[config.mk]
export PLATFORM = sky130hd
export DESIGN_NAME = mult_abs_diff
export DESIGN_NICKNAME = d
export VERILOG_FILES = /design/src/rtl/mult_exhaustive_checker_pkg.sv /design/src/rtl/mult_abs_diff.sv
export SDC_FILE = /design/constraint.sdc
export NUM_CORES = 1
export LEC_CHECK = 0
export BUFFER_PORTS_ARGS = -buffer_cell sky130_fd_sc_hd__buf_2
export CAP_MARGIN = 20
export CELL_PAD_IN_SITES_DETAIL_PLACEMENT = 1
export CELL_PAD_IN_SITES_GLOBAL_PLACEMENT = 1
export CORE_AREA = 2 2 39 41
export DETAILED_ROUTE_END_ITERATION = 6
export DIE_AREA = 0 0 41 43
export GPL_ROUTABILITY_DRIVEN = 0
export GPL_TIMING_DRIVEN = 0
export PLACE_DENSITY_LB_ADDON = 0.1
export SLEW_MARGIN = 40
export SYNTH_ARGS = -nofsm -noshare
export SYNTH_HDL_FRONTEND = slang
export SYNTH_SLANG_ARGS = --single-unit
[constraint.sdc]
create_clock -name vclk -period 3.01
set_input_delay 0.4515 -clock vclk [all_inputs]
set_output_delay 0.4515 -clock vclk [all_outputs]
set_load 0.01 [all_outputs]
[src/rtl/mult_exhaustive_checker_pkg.sv]
// Shared definitions for the exhaustive multiplier checker: sweep FSM states
// and the width helpers used by the top and its difference unit.
package mult_exhaustive_checker_pkg;

    localparam int DEFAULT_WIDTH = 2;

    typedef enum logic [1:0] {
        IDLE = 2'd0,
        RUN  = 2'd1,
        DONE = 2'd2
    } state_t;

    function automatic int pw_f(input int w);
        return 2 * w;
    endfunction

    function automatic int cnt_w_f(input int w);
        return 2 * w + 1;
    endfunction

    function automatic int sum_w_f(input int w);
        return 4 * w;
    endfunction

    function automatic int npairs_f(input int w);
        return 1 << (2 * w);
    endfunction

endpackage

[src/rtl/mult_abs_diff.sv]
// Exact reference product of the current operand pair and the unsigned
// distance between the candidate product and that reference.
module mult_abs_diff
    import mult_exhaustive_checker_pkg::*;
#(
    parameter int WIDTH = DEFAULT_WIDTH
) (
    input  logic [WIDTH-1:0]       a,
    input  logic [WIDTH-1:0]       b,
    input  logic [2*WIDTH-1:0]     p,
    output logic [2*WIDTH-1:0]     prod,
    output logic [2*WIDTH-1:0]     diff
);

    localparam int PW = pw_f(WIDTH);

    // Reference product and ordered subtraction so the result never wraps.
    always_comb begin
        prod = PW'(a) * PW'(b);
        if (p >= prod) begin
            diff = p - prod;
        end else begin
            diff = prod - p;
        end
    end

endmodule

==> results of run 1 <==
==> report_power, final <==
part	internal, mW	switching (mW)	total (mW)	leakage, nW
combinational	0.0459	0.0498	0.0957	0.235
clock	0	0	0	0
sequential	0	0	0	0
==> kinds of logic (layout without fill, tap and decap cells) <==
kind of cell,after synthesis,in the layout,synth area share [%]
AOI/OAI and AO/OA,13,13,30.2
xor gates and xnor gates,2,2,5.79
adders and majority gates,8,8,35.5
buffers and inverters,8,24,9.92
muxes,1,1,3.72
and+or+nand+nor,8,8,14.9
==> cell usage in the layout, fill, tap and decap left out, drive strengths merged <==
cell,count
o21ai,3
o32ai,1
xnor2,1
inv,8
o21a,1
o31a,1
fa,1
nand3b,1
o311ai,1
xor2,1
buf,16
and2b,1
a21oi,3
mux2,1
a21o,1
o22ai,2
ha,7
nand2,2
and2,3
nor2,1
==> per-layer routing <==
metal  part of all wire (%)  up-vias
met5                      0        -
met4                      0        0
met3                    4.2        0
met2                     50        9
met1                     46      157
li1                       -      178
==> stage by stage <==
| stage | util (%) | hold WS [ps] | power (mW) | instances | worst slack, ps |
|---|---|---|---|---|---|
| floorplan | - | 1030 | 0.0624 | 40 | 325 |
| global placement | 29.1 | 1250 | 0.0910 | 72 | 17.9 |
| detailed placement | 29.1 | 1260 | 0.0918 | 72 | 2.23 |
| CTS | 30.0 | 1260 | 0.0954 | 72 | 107 |
| global route | 30.5 | 1300 | 0.108 | 72 | 19.9 |
| finish | 30.5 | 1250 | 0.0957 | 72 | 147 |
==> worst min-delay path by stage <==
stage	endpoint	slack, ps	cells after the start
final	prod[0]	1250	4
after detailed placement	prod[0]	1260	4
after global placement	prod[0]	1250	4
after global routing	prod[0]	1300	4
after CTS	prod[0]	1260	4
after floorplan	prod[0]	1030	2
==> tightest hold or removal path: cells and delay by family <==
kind | cells | cell delay, ps
buffers and inverters | 3 | 290
and+or+nand+nor | 1 | 60
==> timing repair <==
item / 4_1_cts / 5_1_grt
setup endpoints to repair: 1 / 1
gates resized for setup: 1 / 1
hold buffers: 0 / 0
==> area by class of cell <==
| cell class | count | area (sq um) |
|---|---|---|
| Timing Repair Buffer | 16 | 80.1 |
| Multi-Input combinational cell | 32 | 292 |
| Fill cell | 189 | 962 |
| Inverter | 8 | 30.0 |
| Tap cell | 16 | 20.0 |
==> flow_metrics.py, run 1 <==
metrics = {
    "route": {
        "drt_pre_antenna_iters": 4,
        "routed_via_density": 4.78,
        "antenna_left": 0,
        "remaining_drc_errors": 0,
        "detailroute.via_count": 344,
        "dr.first_iter.drc_count": 4,
        "wl_per_cell_um": 11.3,
        "drt-total-wl_um": 816,
    },
    "critical_path": {
        "required_ps": 2560,
        "cp_cell_sequence": "buf_2 > and2_1 > ha_1 > ha_1 > ha_4 > nand2_1 > o21ai_1 > o21a_1 > o32ai_2 > xnor2_1 > buf_2",
        "path_class": "in2out",
        "critPathTopFamily": "adder cells",
        "cp_num_buf_inv": 2,
        "critical_path.startpoint": "a[0]",
        "worst_ep_arrival_time_ps": 2410,
        "end_kind": "output pin",
        "crit_path_start_kind": "primary input",
        "timing.critical_path.to": "diff[2]",
        "cp_slowest_stage_delay_ps": 370,
        "critical_path_cell_count": 11,
        "cpMaxStageDelayCell": "sky130_fd_sc_hd__ha_1",
        "cp_max_fo": 5,
    },
    "cells_and_area": {
        "num-clock-buffers": 0,
        "post_route_cells_drive_above_1_share_pct": 35.7,
        "layout.area.seq_sq_um": 0,
        "finish.net_count": 74,
        "layout_sequential_cell_count": 0,
        "insertedDiodeCount": 0,
        "stdcell_area_sq_um": 422,
        "area_delta_synth_final_pct": 39.3,
    },
    "timing": {
        "rsz0062_at_grt": "no",
        "final.setup.tns_ps": 0,
        "achievable-frequency_mhz": 349,
        "timing.final.max_slew_violations": 0,
        "finalHoldViolCount": 0,
        "max-slew-margin-rel_pct": 80.9,
        "setup_viol": 0,
        "fin_crit_sh_pct": 95.1,
        "finalCriticalPeriod_ps": 2860,
        "worst_pin_slew_ps": 283,
    },
    "pwr": {
        "irDropWorstVdd_v": 0.0000664,
        "cellPowerDensity_nw_per_um2": 227,
        "leakagePower_nw": 0.235,
    },
    "flow_run": {
        "count_of_max_cap_constraint_violations": 0,
    },
    "floorplan": {
        "std_cell_rows": 14,
        "die-area_sq_um": 1760,
        "floorplan.io_pins": 16,
        "floorplan.initialDensity_pct": 21.9,
        "die-height_um": 43,
        "core_area_sq_um": 1380,
        "die_width_um": 41,
    },
    "place": {
        "detailed_place_hpwl_um": 695,
        "placement.io_buffers": 16,
        "placed_area_sq_um": 403,
    },
    "global_routing": {
        "grt_start_max_net_pins": 7,
        "grt.busiest_layer": "met2",
        "grt.met3_usage_pct": 0,
        "grt_util_all_layers_pct": 9.70,
        "grt_pass1_vias": 308,
        "grt_remaining_overflow": 0,
        "global_route_track_usage_on_met2_pct": 16.9,
        "grt_first_pass_wirelength_um": 1260,
        "use_met1_pct": 13.7,
        "antenna_found_initial": 0,
    },
    "outcome": {
        "run_status": "finished, final reports clean",
    },
    "logic_synthesis": {
        "netlist_top_cells_count": "sky130_fd_sc_hd__inv_1, sky130_fd_sc_hd__ha_1, sky130_fd_sc_hd__a21oi_1, sky130_fd_sc_hd__and2_1",
        "yosysTopAreaCell": "sky130_fd_sc_hd__ha_1",
        "mappedNetlistArea_sq_um": 303,
        "mean_instance_size_in_the_synthesized_netlist_sq_um": 7.57,
        "synth-seq-area-share_pct": 0,
        "syn_nets": 56,
        "synthesis.yosys.warnings": 0,
        "synth.area.top_cells": "sky130_fd_sc_hd__ha_1, sky130_fd_sc_hd__inv_1, sky130_fd_sc_hd__fa_1",
        "yosysMostFrequentCell": "sky130_fd_sc_hd__inv_1",
        "netlist_cell_types": 20,
        "synth_top_area_share_pct": 28.9,
        "synthesis.instances": 40,
    },
    "clock_tree": {
        "cts_post_setup_buffers_inserted": 0,
    },
    "worst_hold_path": {
        "hold_path_class": "in2out",
        "min-delay-start": "a[0]",
    },
}
Note: power is estimated with default switching activity, not from simulation.
==> inputs of run 2 (changes only) <==
clock period = 2.4 ns   (was 3.01 ns; I/O delays follow)
==> run 2 against run 1 <==
Against the previous run:
- the run now ends with negative setup slack left
- first-iteration DRC count stayed put
- critical endpoint unchanged
- routed wire length is 15% higher
- critical path depth stayed put
==> flow_metrics.py, run 2 (synthesized netlist as in run 1, its figures left out) <==
metrics = {
    "pwr": {
        "irDropWorstVdd_v": 0.000136,
        "cellPowerDensity_nw_per_um2": 311,
        "leakagePower_nw": 0.284,
    },
    "route": {
        "detailroute.via_count": 369,
        "wl_per_cell_um": 11.8,
        "antenna_left": 0,
        "routed_via_density": 4.67,
        "drt_pre_antenna_iters": 2,
        "remaining_drc_errors": 0,
        "dr.first_iter.drc_count": 4,
        "drt-total-wl_um": 936,
    },
    "timing": {
        "finalHoldViolCount": 0,
        "setup_viol": 2,
        "finalWorstSetupSlack_ps": -83.5,
        "finalCriticalPeriod_ps": 2480,
        "timing.final.max_slew_violations": 0,
        "max-slew-margin-rel_pct": 77.5,
        "fin_crit_sh_pct": 103,
        "worst_pin_slew_ps": 338,
        "rsz0062_at_grt": "yes",
        "achievable-frequency_mhz": 403,
    },
    "worst_hold_path": {
        "hold_path_class": "in2out",
        "hold_path_depth": 4,
    },
    "critical_path": {
        "worst_ep_arrival_time_ps": 2120,
        "critical_path_cell_count": 11,
        "cp_max_fo": 3,
        "cp_slowest_stage_delay_ps": 280,
        "path_class": "in2out",
        "crit_path_start_kind": "primary input",
        "critPathTopFamily": "adder cells",
        "cp_cell_sequence": "buf_6 > and2_4 > ha_4 > ha_4 > ha_4 > nand3b_1 > o21ai_2 > o21a_1 > o32ai_2 > xnor2_1 > buf_2",
        "cpMaxStageDelayCell": "sky130_fd_sc_hd__ha_4",
        "end_kind": "output pin",
        "crit_top_cell": "sky130_fd_sc_hd__ha_4",
        "cp_num_buf_inv": 2,
        "required_ps": 2040,
    },
    "cells_and_area": {
        "layout.cells.most_common": "sky130_fd_sc_hd__buf_2",
        "num-fill-cells": 176,
        "fin_util_pct": 42.6,
        "post_layout_nonfiller_instances": 79,
        "layout_sequential_cell_count": 0,
        "insertedDiodeCount": 0,
        "multi_input_area_sq_um": 388,
        "finish.net_count": 81,
        "post_route_cells_drive_above_1_share_pct": 61.9,
        "layout.area.seq_sq_um": 0,
        "leading_cell_types_in_the_layout_fill_and_taps_excluded": "sky130_fd_sc_hd__buf_2, sky130_fd_sc_hd__inv_1, sky130_fd_sc_hd__buf_4, sky130_fd_sc_hd__ha_4",
        "num-clock-buffers": 0,
        "area_delta_synth_final_pct": 94.6,
    },
    "outcome": {
        "violated_checks": "negative setup slack",
        "run_status": "finished with violations",
    },
    "global_routing": {
        "grt_util_all_layers_pct": 11.7,
        "antenna_found_initial": 0,
        "grt_pass1_vias": 353,
        "grt_first_pass_wirelength_um": 1490,
        "grt_start_max_net_pins": 7,
        "grt_remaining_overflow": 0,
    },
    "place": {
        "placement.io_buffers": 16,
        "placedCellCount": 72,
        "detailed_place_hpwl_um": 722,
    },
    "floorplan": {
        "die-area_sq_um": 1760,
        "std_cell_rows": 14,
        "floorplan.initialDensity_pct": 21.9,
        "die-height_um": 43,
        "core_area_sq_um": 1380,
        "floorplan.io_pins": 16,
        "die_width_um": 41,
    },
    "flow_run": {
        "count_of_max_cap_constraint_violations": 0,
    },
    "clock_tree": {
        "cts_hold_buffers_added": 0,
    },
}
[run 2: path summary, 6_finish.rpt]
kind | from | end | slack (ps)
worst min-delay path | a[0] | prod[0] | 1050
worst max-delay path | b[0] | diff[2] | -80
[run 2: timing repair]
action,CTS,global route
gates resized for setup,15,7
buffers inserted,4,3
pin swaps,10,9
setup endpoints to repair,3,3
[run 2: stage by stage]
step / setup WS [ps] / instance area, sq um / setup TNS (ps) / power [mW] / hold slack, ps
6_report: -83.5 / 589 / -137 / 0.184 / 1050
5_1_grt: -210 / 589 / -395 / 0.203 / 1100
4_1_cts: -188 / 524 / -284 / 0.157 / 1060
3_5_place_dp: -325 / 415 / -789 / 0.120 / 1070
3_3_place_gp: -319 / 415 / -775 / 0.119 / 1070
2_1_floorplan: -42.1 / 315 / -42.1 / 0.0821 / 846
[run 2: cell type report]
class	count	area share, %
Timing Repair Buffer	23	25.7
Tap cell	16	3.40
Inverter	8	5.10
Multi-Input combinational cell	32	65.8
[run 2: per-layer routing]
layer / wire (um) / GRT usage, %
met3: 23 / 0
met1: 448 / 16.6
met2: 465 / 20.3
met4: 0 / 0
met5: 0 / 0
[run 2: where the power goes]
group / internal, mW / switching (mW) / leakage (nW)
Sequential: 0 / 0 / 0
Combinational: 0.0964 / 0.0871 / 0.284
Clock: 0 / 0 / 0
Total: 0.0964 / 0.0871 / 0.284
